===== src/rtl/quiz_arbiter.sv =====
// quiz_arbiter: first-press buzzer arbitration with a per-round countdown,
// false-start detection, saturating per-player scores and a beeper pulse.
module quiz_arbiter #(
  parameter int N_PLAYERS = 4,
  parameter int TICK_DIV  = 100000000,
  parameter int LONG_SEC  = 30,
  parameter int SHORT_SEC = 20,
  parameter int SCORE_W   = 4,
  parameter int ALARM_CYC = 50000000,
  parameter int PENALTY   = 0
) (
  input  logic                           clk,
  input  logic                           rst,
  input  logic                           start,
  input  logic                           time_select,
  input  logic [2:0]                     num_players,
  input  logic [N_PLAYERS-1:0]           buzz,
  input  logic                           judge_yes,
  input  logic                           judge_no,
  output logic [2:0]                     state,
  output logic [N_PLAYERS-1:0]           winner_led,
  output logic [2:0]                     winner_idx,
  output logic [3:0]                     sec_tens,
  output logic [3:0]                     sec_ones,
  output logic [N_PLAYERS-1:0]           foul,
  output logic [N_PLAYERS*SCORE_W-1:0]   scores,
  output logic                           alarm
);

  localparam int TICK_W = (TICK_DIV > 2) ? $clog2(TICK_DIV) : 1;
  localparam int ALM_W  = (ALARM_CYC > 1) ? $clog2(ALARM_CYC + 1) : 1;

  typedef enum logic [2:0] {
    ST_IDLE    = 3'd0,
    ST_ARMED   = 3'd1,
    ST_LOCKED  = 3'd2,
    ST_DONE    = 3'd3,
    ST_TIMEOUT = 3'd4
  } state_t;

  state_t                         state_r, state_n;
  logic                           start_d_r;
  logic [TICK_W-1:0]              tick_r, tick_n;
  logic [6:0]                     sec_r, sec_n;
  logic [N_PLAYERS-1:0]           led_r, led_n;
  logic [2:0]                     idx_r, idx_n;
  logic [N_PLAYERS-1:0]           foul_r, foul_n;
  logic [N_PLAYERS-1:0]           mask_r, mask_n;
  logic [N_PLAYERS*SCORE_W-1:0]   scores_r, scores_n;
  logic                           alarm_r;
  logic [ALM_W-1:0]               alarm_cnt_r;
  logic                           fire_s;
  logic                           start_rise_s;
  logic [N_PLAYERS-1:0]           en_live_s;
  logic [N_PLAYERS-1:0]           valid_s;
  logic [2:0]                     win_idx_s;

  // Saturating increment of one score field.
  function automatic logic [SCORE_W-1:0] sat_inc(input logic [SCORE_W-1:0] v);
    if (v == {SCORE_W{1'b1}}) return v;
    else return v + SCORE_W'(1);
  endfunction

  // Saturating decrement of one score field.
  function automatic logic [SCORE_W-1:0] sat_dec(input logic [SCORE_W-1:0] v);
    if (v == {SCORE_W{1'b0}}) return v;
    else return v - SCORE_W'(1);
  endfunction

  // Lowest set bit index; lower-numbered players win simultaneous presses.
  function automatic logic [2:0] lowest_idx(input logic [N_PLAYERS-1:0] v);
    logic [2:0] r;
    r = 3'd0;
    for (int i = N_PLAYERS - 1; i >= 0; i--) begin
      if (v[i]) r = 3'(i);
      else r = r;
    end
    return r;
  endfunction

  // Enabled-player mask; out-of-range player counts mean "everyone".
  function automatic logic [N_PLAYERS-1:0] player_mask(input logic [2:0] n);
    logic [3:0]           eff;
    logic [N_PLAYERS-1:0] m;
    if (n == 3'd0 || {1'b0, n} > 4'(N_PLAYERS)) eff = 4'(N_PLAYERS);
    else eff = {1'b0, n};
    for (int i = 0; i < N_PLAYERS; i++) m[i] = (4'(i) < eff);
    return m;
  endfunction

  assign start_rise_s = start & ~start_d_r;
  assign en_live_s    = player_mask(num_players);
  // The mask latched at round start keeps mid-round num_players changes out.
  assign valid_s      = buzz & mask_r & ~foul_r;
  assign win_idx_s    = lowest_idx(valid_s);

  // Next-state and datapath updates for the round FSM.
  always_comb begin
    state_n  = state_r;
    tick_n   = tick_r;
    sec_n    = sec_r;
    led_n    = led_r;
    idx_n    = idx_r;
    foul_n   = foul_r;
    mask_n   = mask_r;
    scores_n = scores_r;
    fire_s   = 1'b0;
    case (state_r)
      ST_IDLE: begin
        foul_n = foul_r | (buzz & en_live_s);
        if (start_rise_s) begin
          state_n = ST_ARMED;
          sec_n   = time_select ? 7'(LONG_SEC) : 7'(SHORT_SEC);
          tick_n  = '0;
          led_n   = '0;
          idx_n   = 3'd0;
          mask_n  = en_live_s;
        end else begin
          state_n = ST_IDLE;
        end
      end
      ST_ARMED: begin
        if (!start) begin
          state_n = ST_IDLE;
          foul_n  = '0;
        end else if (|valid_s) begin
          // A press beats an expiring second in the same cycle.
          state_n = ST_LOCKED;
          idx_n   = win_idx_s;
          led_n   = N_PLAYERS'(1) << win_idx_s;
          fire_s  = 1'b1;
        end else if (tick_r == TICK_W'(TICK_DIV - 1)) begin
          tick_n = '0;
          if (sec_r <= 7'd1) begin
            sec_n   = 7'd0;
            state_n = ST_TIMEOUT;
            fire_s  = 1'b1;
          end else begin
            sec_n = sec_r - 7'd1;
          end
        end else begin
          tick_n = tick_r + TICK_W'(1);
        end
      end
      ST_LOCKED: begin
        if (!start) begin
          state_n = ST_IDLE;
          foul_n  = '0;
        end else if (judge_yes || judge_no) begin
          state_n = ST_DONE;
          for (int i = 0; i < N_PLAYERS; i++) begin
            if (led_r[i] && judge_yes) begin
              scores_n[i*SCORE_W +: SCORE_W] = sat_inc(scores_r[i*SCORE_W +: SCORE_W]);
            end else if (led_r[i] && (PENALTY != 0)) begin
              scores_n[i*SCORE_W +: SCORE_W] = sat_dec(scores_r[i*SCORE_W +: SCORE_W]);
            end else begin
              scores_n[i*SCORE_W +: SCORE_W] = scores_r[i*SCORE_W +: SCORE_W];
            end
          end
        end else begin
          state_n = ST_LOCKED;
        end
      end
      ST_DONE, ST_TIMEOUT: begin
        if (!start) begin
          state_n = ST_IDLE;
          foul_n  = '0;
        end else begin
          state_n = state_r;
        end
      end
      default: begin
        state_n = ST_IDLE;
      end
    endcase
  end

  // Round state and datapath registers.
  always_ff @(posedge clk) begin
    if (rst) begin
      state_r   <= ST_IDLE;
      start_d_r <= 1'b0;
      tick_r    <= '0;
      sec_r     <= 7'd0;
      led_r     <= '0;
      idx_r     <= 3'd0;
      foul_r    <= '0;
      mask_r    <= '0;
      scores_r  <= '0;
    end else begin
      state_r   <= state_n;
      start_d_r <= start;
      tick_r    <= tick_n;
      sec_r     <= sec_n;
      led_r     <= led_n;
      idx_r     <= idx_n;
      foul_r    <= foul_n;
      mask_r    <= mask_n;
      scores_r  <= scores_n;
    end
  end

  // Beeper pulse: ALARM_CYC cycles from the firing edge, refire restarts it.
  always_ff @(posedge clk) begin
    if (rst) begin
      alarm_r     <= 1'b0;
      alarm_cnt_r <= '0;
    end else if (fire_s) begin
      alarm_r     <= 1'b1;
      alarm_cnt_r <= ALM_W'(ALARM_CYC - 1);
    end else if (alarm_cnt_r != '0) begin
      alarm_r     <= 1'b1;
      alarm_cnt_r <= alarm_cnt_r - ALM_W'(1);
    end else begin
      alarm_r     <= 1'b0;
      alarm_cnt_r <= '0;
    end
  end

  assign state      = state_r;
  assign winner_led = led_r;
  assign winner_idx = idx_r;
  assign sec_tens   = 4'(sec_r / 7'd10);
  assign sec_ones   = 4'(sec_r % 7'd10);
  assign foul       = foul_r;
  assign scores     = scores_r;
  assign alarm      = alarm_r;

endmodule


===== config.mk =====
export PLATFORM = sky130hd
export DESIGN_NAME = quiz_arbiter
export DESIGN_NICKNAME = d
export VERILOG_FILES = /design/src/rtl/quiz_arbiter.sv
export SDC_FILE = /design/constraint.sdc
export NUM_CORES = 1
export LEC_CHECK = 0
export ABC_AREA = 1
export CORE_UTILIZATION = 40
export CTS_CLUSTER_SIZE = 16
export DETAILED_ROUTE_END_ITERATION = 6
export SLEW_MARGIN = 20
export SYNTH_ARGS = -nofsm -noshare
export SYNTH_HDL_FRONTEND = slang
export SYNTH_SLANG_ARGS = --single-unit
export TNS_END_PERCENT = 30

===== constraint.sdc =====
create_clock -name clk -period 2.9 [get_ports clk]
set_input_delay 0.87 -clock clk [delete_from_list [all_inputs] [get_ports clk]]
set_output_delay 0.87 -clock clk [all_outputs]
set_load 0.01 [all_outputs]

==> impl_results.md <==
* Comb power frac at 0.374
* End of the worst hold path: tick_r[2]
* Routability cong. at 0.856
* Top-count cell post-synth: nand2_1
* Reg clk slew, reported paths at 0.06 ns
* GRT met3 Usage at 0.0411
* Net count after synthesis at 773
* Via density at 5.02
* Die height at 115 um
* Top cells by area, synth: dfxtp_1 37%, nand2_1 10%, nor2_1 7.3%
* Outcome: finished, violations left
* N_diodes at 0
* Drt total wl at 13100 um
* DR WL/cell at 12.9 um
* Hold_sp: tick_r[2]
* # setup viols final at 4
* Die Width at 115 um
* R2R cell count at 11
* R2r setup slk at 0.66 ns
* Highest achievable clock rate at 0.317 GHz
* Cells after Synth at 748
* Drc violations at 0
* Worst Hold Depth at 2
* Top cell type's share of synthesized area at 0.374
* Netlist cell types at 47
* Worst setup SP type: flip-flop
* LEAKAGE at 0.00281 uW
* Worst path arrival time at 2.29 ns
* Least-Margin Pin Slew at 0.528 ns
* Drt pass-1 iters at 4
* Antenna-violating nets left at 0
* First-pass GRT wire length at 22000 um
* Clk pwr share at 0.285
* CTS tree: yes
* Hold Violations, Final at 0
* H-tree Lvls at 3
* GRT Util Overall at 0.208
* Worst Path Required at 2.03 ns
* Psw at 1810 uW
* CTS Buf Count at 9
* Vias at 5104
* Worst setup margin at -0.258 ns
* PortBufs at 50
* Fin nets at 868
* R2r startpoint: tick_r[0]
* Average size of a mapped cell at 6.81 um^2
* Sw frac at 0.359
* Number of global-route vias before repair at 4889
* Design internal power at 3220 uW
* Hold Buf Count CTS at 0
* Starting Density at 0.417
* Post-synth top flop: dfxtp_1
* Fillers at 1209
* Post-Synthesis Cell Area at 5090 um^2
* Synth area leader: dfxtp_1
* Core area at 12200 um^2
* Busiest grt layer: met2
* Clock buffer depth at 2
* Tmin final at 3.16 ns
* Grt met1 use at 0.256
* P per Cell Area at 770 nW/um^2
* Failing checks: negative setup slack
* Initial antenna violation count at 0
* Clk_skew at 0.00762 ns
* Met2 Use GR at 0.360
* Synth warn at 0
* Post-DP HPWL at 9460 um
* Die area at 13200 um^2
* Fraction of layout cells with a size suffix above 1 at 0.137
* Worst min path class: flip-flop to flip-flop
* Worst Setup End Kind: output port
* Worst slew margin at 0.645
* RSZ-0062 raised after global routing: yes
* Grt total ovfl at 0
* I/O pin cnt at 52
* Pre-CTS WS at -0.474 ns
* Final hold slack at 0.477 ns
* Flops & latches, synth at 95
* Peak VDD IR at 368 uV
* Post-synth EDFFs at 0
* Synthesis-to-finish area growth at 28.3%
* Async set-reset flop share out of synthesis at 0
* CTS root buf: clkbuf_16
* Pin count of the biggest net entering global routing at 20
* Reg power frac at 0.340
* Rows at 40
* Sequential area share after synthesis at 0.374
* Maxcap violations at 0
* Final max-slew violation count at 0
* Worst-Skew Late Latency at 0.35 ns
* Worst reg2reg endpoint: sec_r[5]
* Clock sink count at 95
* Commonest cells in the netlist: 142 x nand2_1, 99 x nor2_1, 95 x dfxtp_1, 95 x inv_1, 57 x nand3_1
* Crit Path Class: flip-flop to output port
* Crit-path max FO at 5
* DRT iter0 DRCs at 306
* Final worst-path cycle share at 1.09
[metal layers]
metal | wire, um | part of all wire
met5 | 0 | 0
met4 | 196 | 0.015
met3 | 522 | 0.040
met2 | 6480 | 0.49
met1 | 5930 | 0.45
[worst max-delay path: stages, from the launching register on]
cell and delay (ns):
dfxtp_4 0.39, inv_4 0.06, a21oi_2 0.14, nand2_2 0.10, nand3_4 0.11, nand2_2 0.07
nand2_2 0.08, nand4_1 0.13, nand2_2 0.11, inv_2 0.05, ha_4 0.16, inv_4 0.05
nand3_2 0.07, nand2_2 0.07, inv_2 0.05, nand2_2 0.07, nand2_1 0.05, nand2_1 0.06
buf_2 0.12
[through the flow]
stage / util / power, uW / TNS, ns / cell area (um^2) / instances
finish: 0.535 / 5030 / -0.812 / 6530 / 1016
floorplan: - / 2940 / 0 / 5090 / 748
CTS: 0.528 / 5010 / -0.679 / 6450 / 1013
global placement: 0.491 / 3460 / -0.967 / 6000 / 988
global route: 0.535 / 5420 / -1.30 / 6530 / 1016
detailed placement: 0.491 / 3510 / -1.63 / 6000 / 988
[flip-flops by register name (all words and copies together), names as in the netlist]
register     count
tick_r          27
alarm_cnt_r     26
scores          16
sec_r            7
foul             4
mask_r           4
winner_led       4
state            3
winner_idx       2
alarm            1
start_d_r        1
[kinds of logic (layout without fill, tap and decap cells)]
family	after synthesis	after routing	share of synthesized area
adders and majority gates	12	12	0.0295
xor gates and xnor gates	24	24	0.0413
other	1	1	0.000737
AOI/OAI and AO/OA	129	129	0.136
and+or+nand+nor	377	377	0.330
DFF	95	95	0.374
buffers and inverters	110	210	0.0882
[power by group through the flow]
stage | Sequential, uW | Combinational [uW] | Clock [uW]
after global routing | 1740 | 2140 | 1530
final | 1710 | 1880 | 1440
after detailed placement | 1730 | 1780 | 0
after floorplan | 1690 | 1250 | 0
after global placement | 1720 | 1740 | 0
after CTS | 1700 | 1820 | 1480
[cells in the final DEF, fill, tap and decap left out, types with 3 or more instances in the layout]
cell type / count
nor4_1: 3
a21oi_1: 52
clkinv_2: 3
clkdlybuf4s50_1: 45
xnor2_1: 5
clkbuf_16: 9
dfxtp_1: 91
xor2_1: 19
dfxtp_4: 3
nor2_2: 3
nand4_1: 14
o21ai_1: 5
nand3_1: 52
bufinv_16: 4
nand2_1: 132
inv_1: 87
a31oi_1: 5
o21ai_0: 51
nand3b_1: 5
nor3b_1: 5
inv_2: 7
buf_2: 4
buf_4: 47
or2_2: 5
nor2_1: 97
ha_1: 11
nand2_2: 12
and3_1: 5
nor3_1: 30
nand3_2: 6
[how the worst max path moves through the flow]
stage                              to     start  depth (start not counted)  slack (ns)
final                     sec_ones[1]  sec_r[4]                         18       -0.26
after global routing      sec_ones[1]  sec_r[4]                         18       -0.40
after detailed placement  sec_ones[1]  sec_r[4]                         20       -0.47
after CTS                 sec_ones[1]  sec_r[4]                         20       -0.23
after floorplan           sec_ones[1]  sec_r[4]                         17        0.05
after global placement    sec_ones[1]  sec_r[4]                         18       -0.30
[final cells by class]
cell class                 instances  area [um^2]  share of cell area
timing repair buffer              98          852               0.130
clock inverter                     7          135              0.0207
tap                              168          210              0.0322
multi-input combinational        543         2830               0.433
sequential                        95         1910               0.293
inverter                          96          365              0.0559
clock buffer                       9          225              0.0345
[repair_timing]
| action | 4_1_cts | 5_1_grt |
|---|---|---|
| gates resized for setup | 36 | 23 |
| gates cloned | 0 | 0 |
| buffers inserted | 9 | 3 |
| setup endpoints to repair | 5 | 4 |
| pin swaps | 9 | 14 |
(Power assumes the default switching activity.)
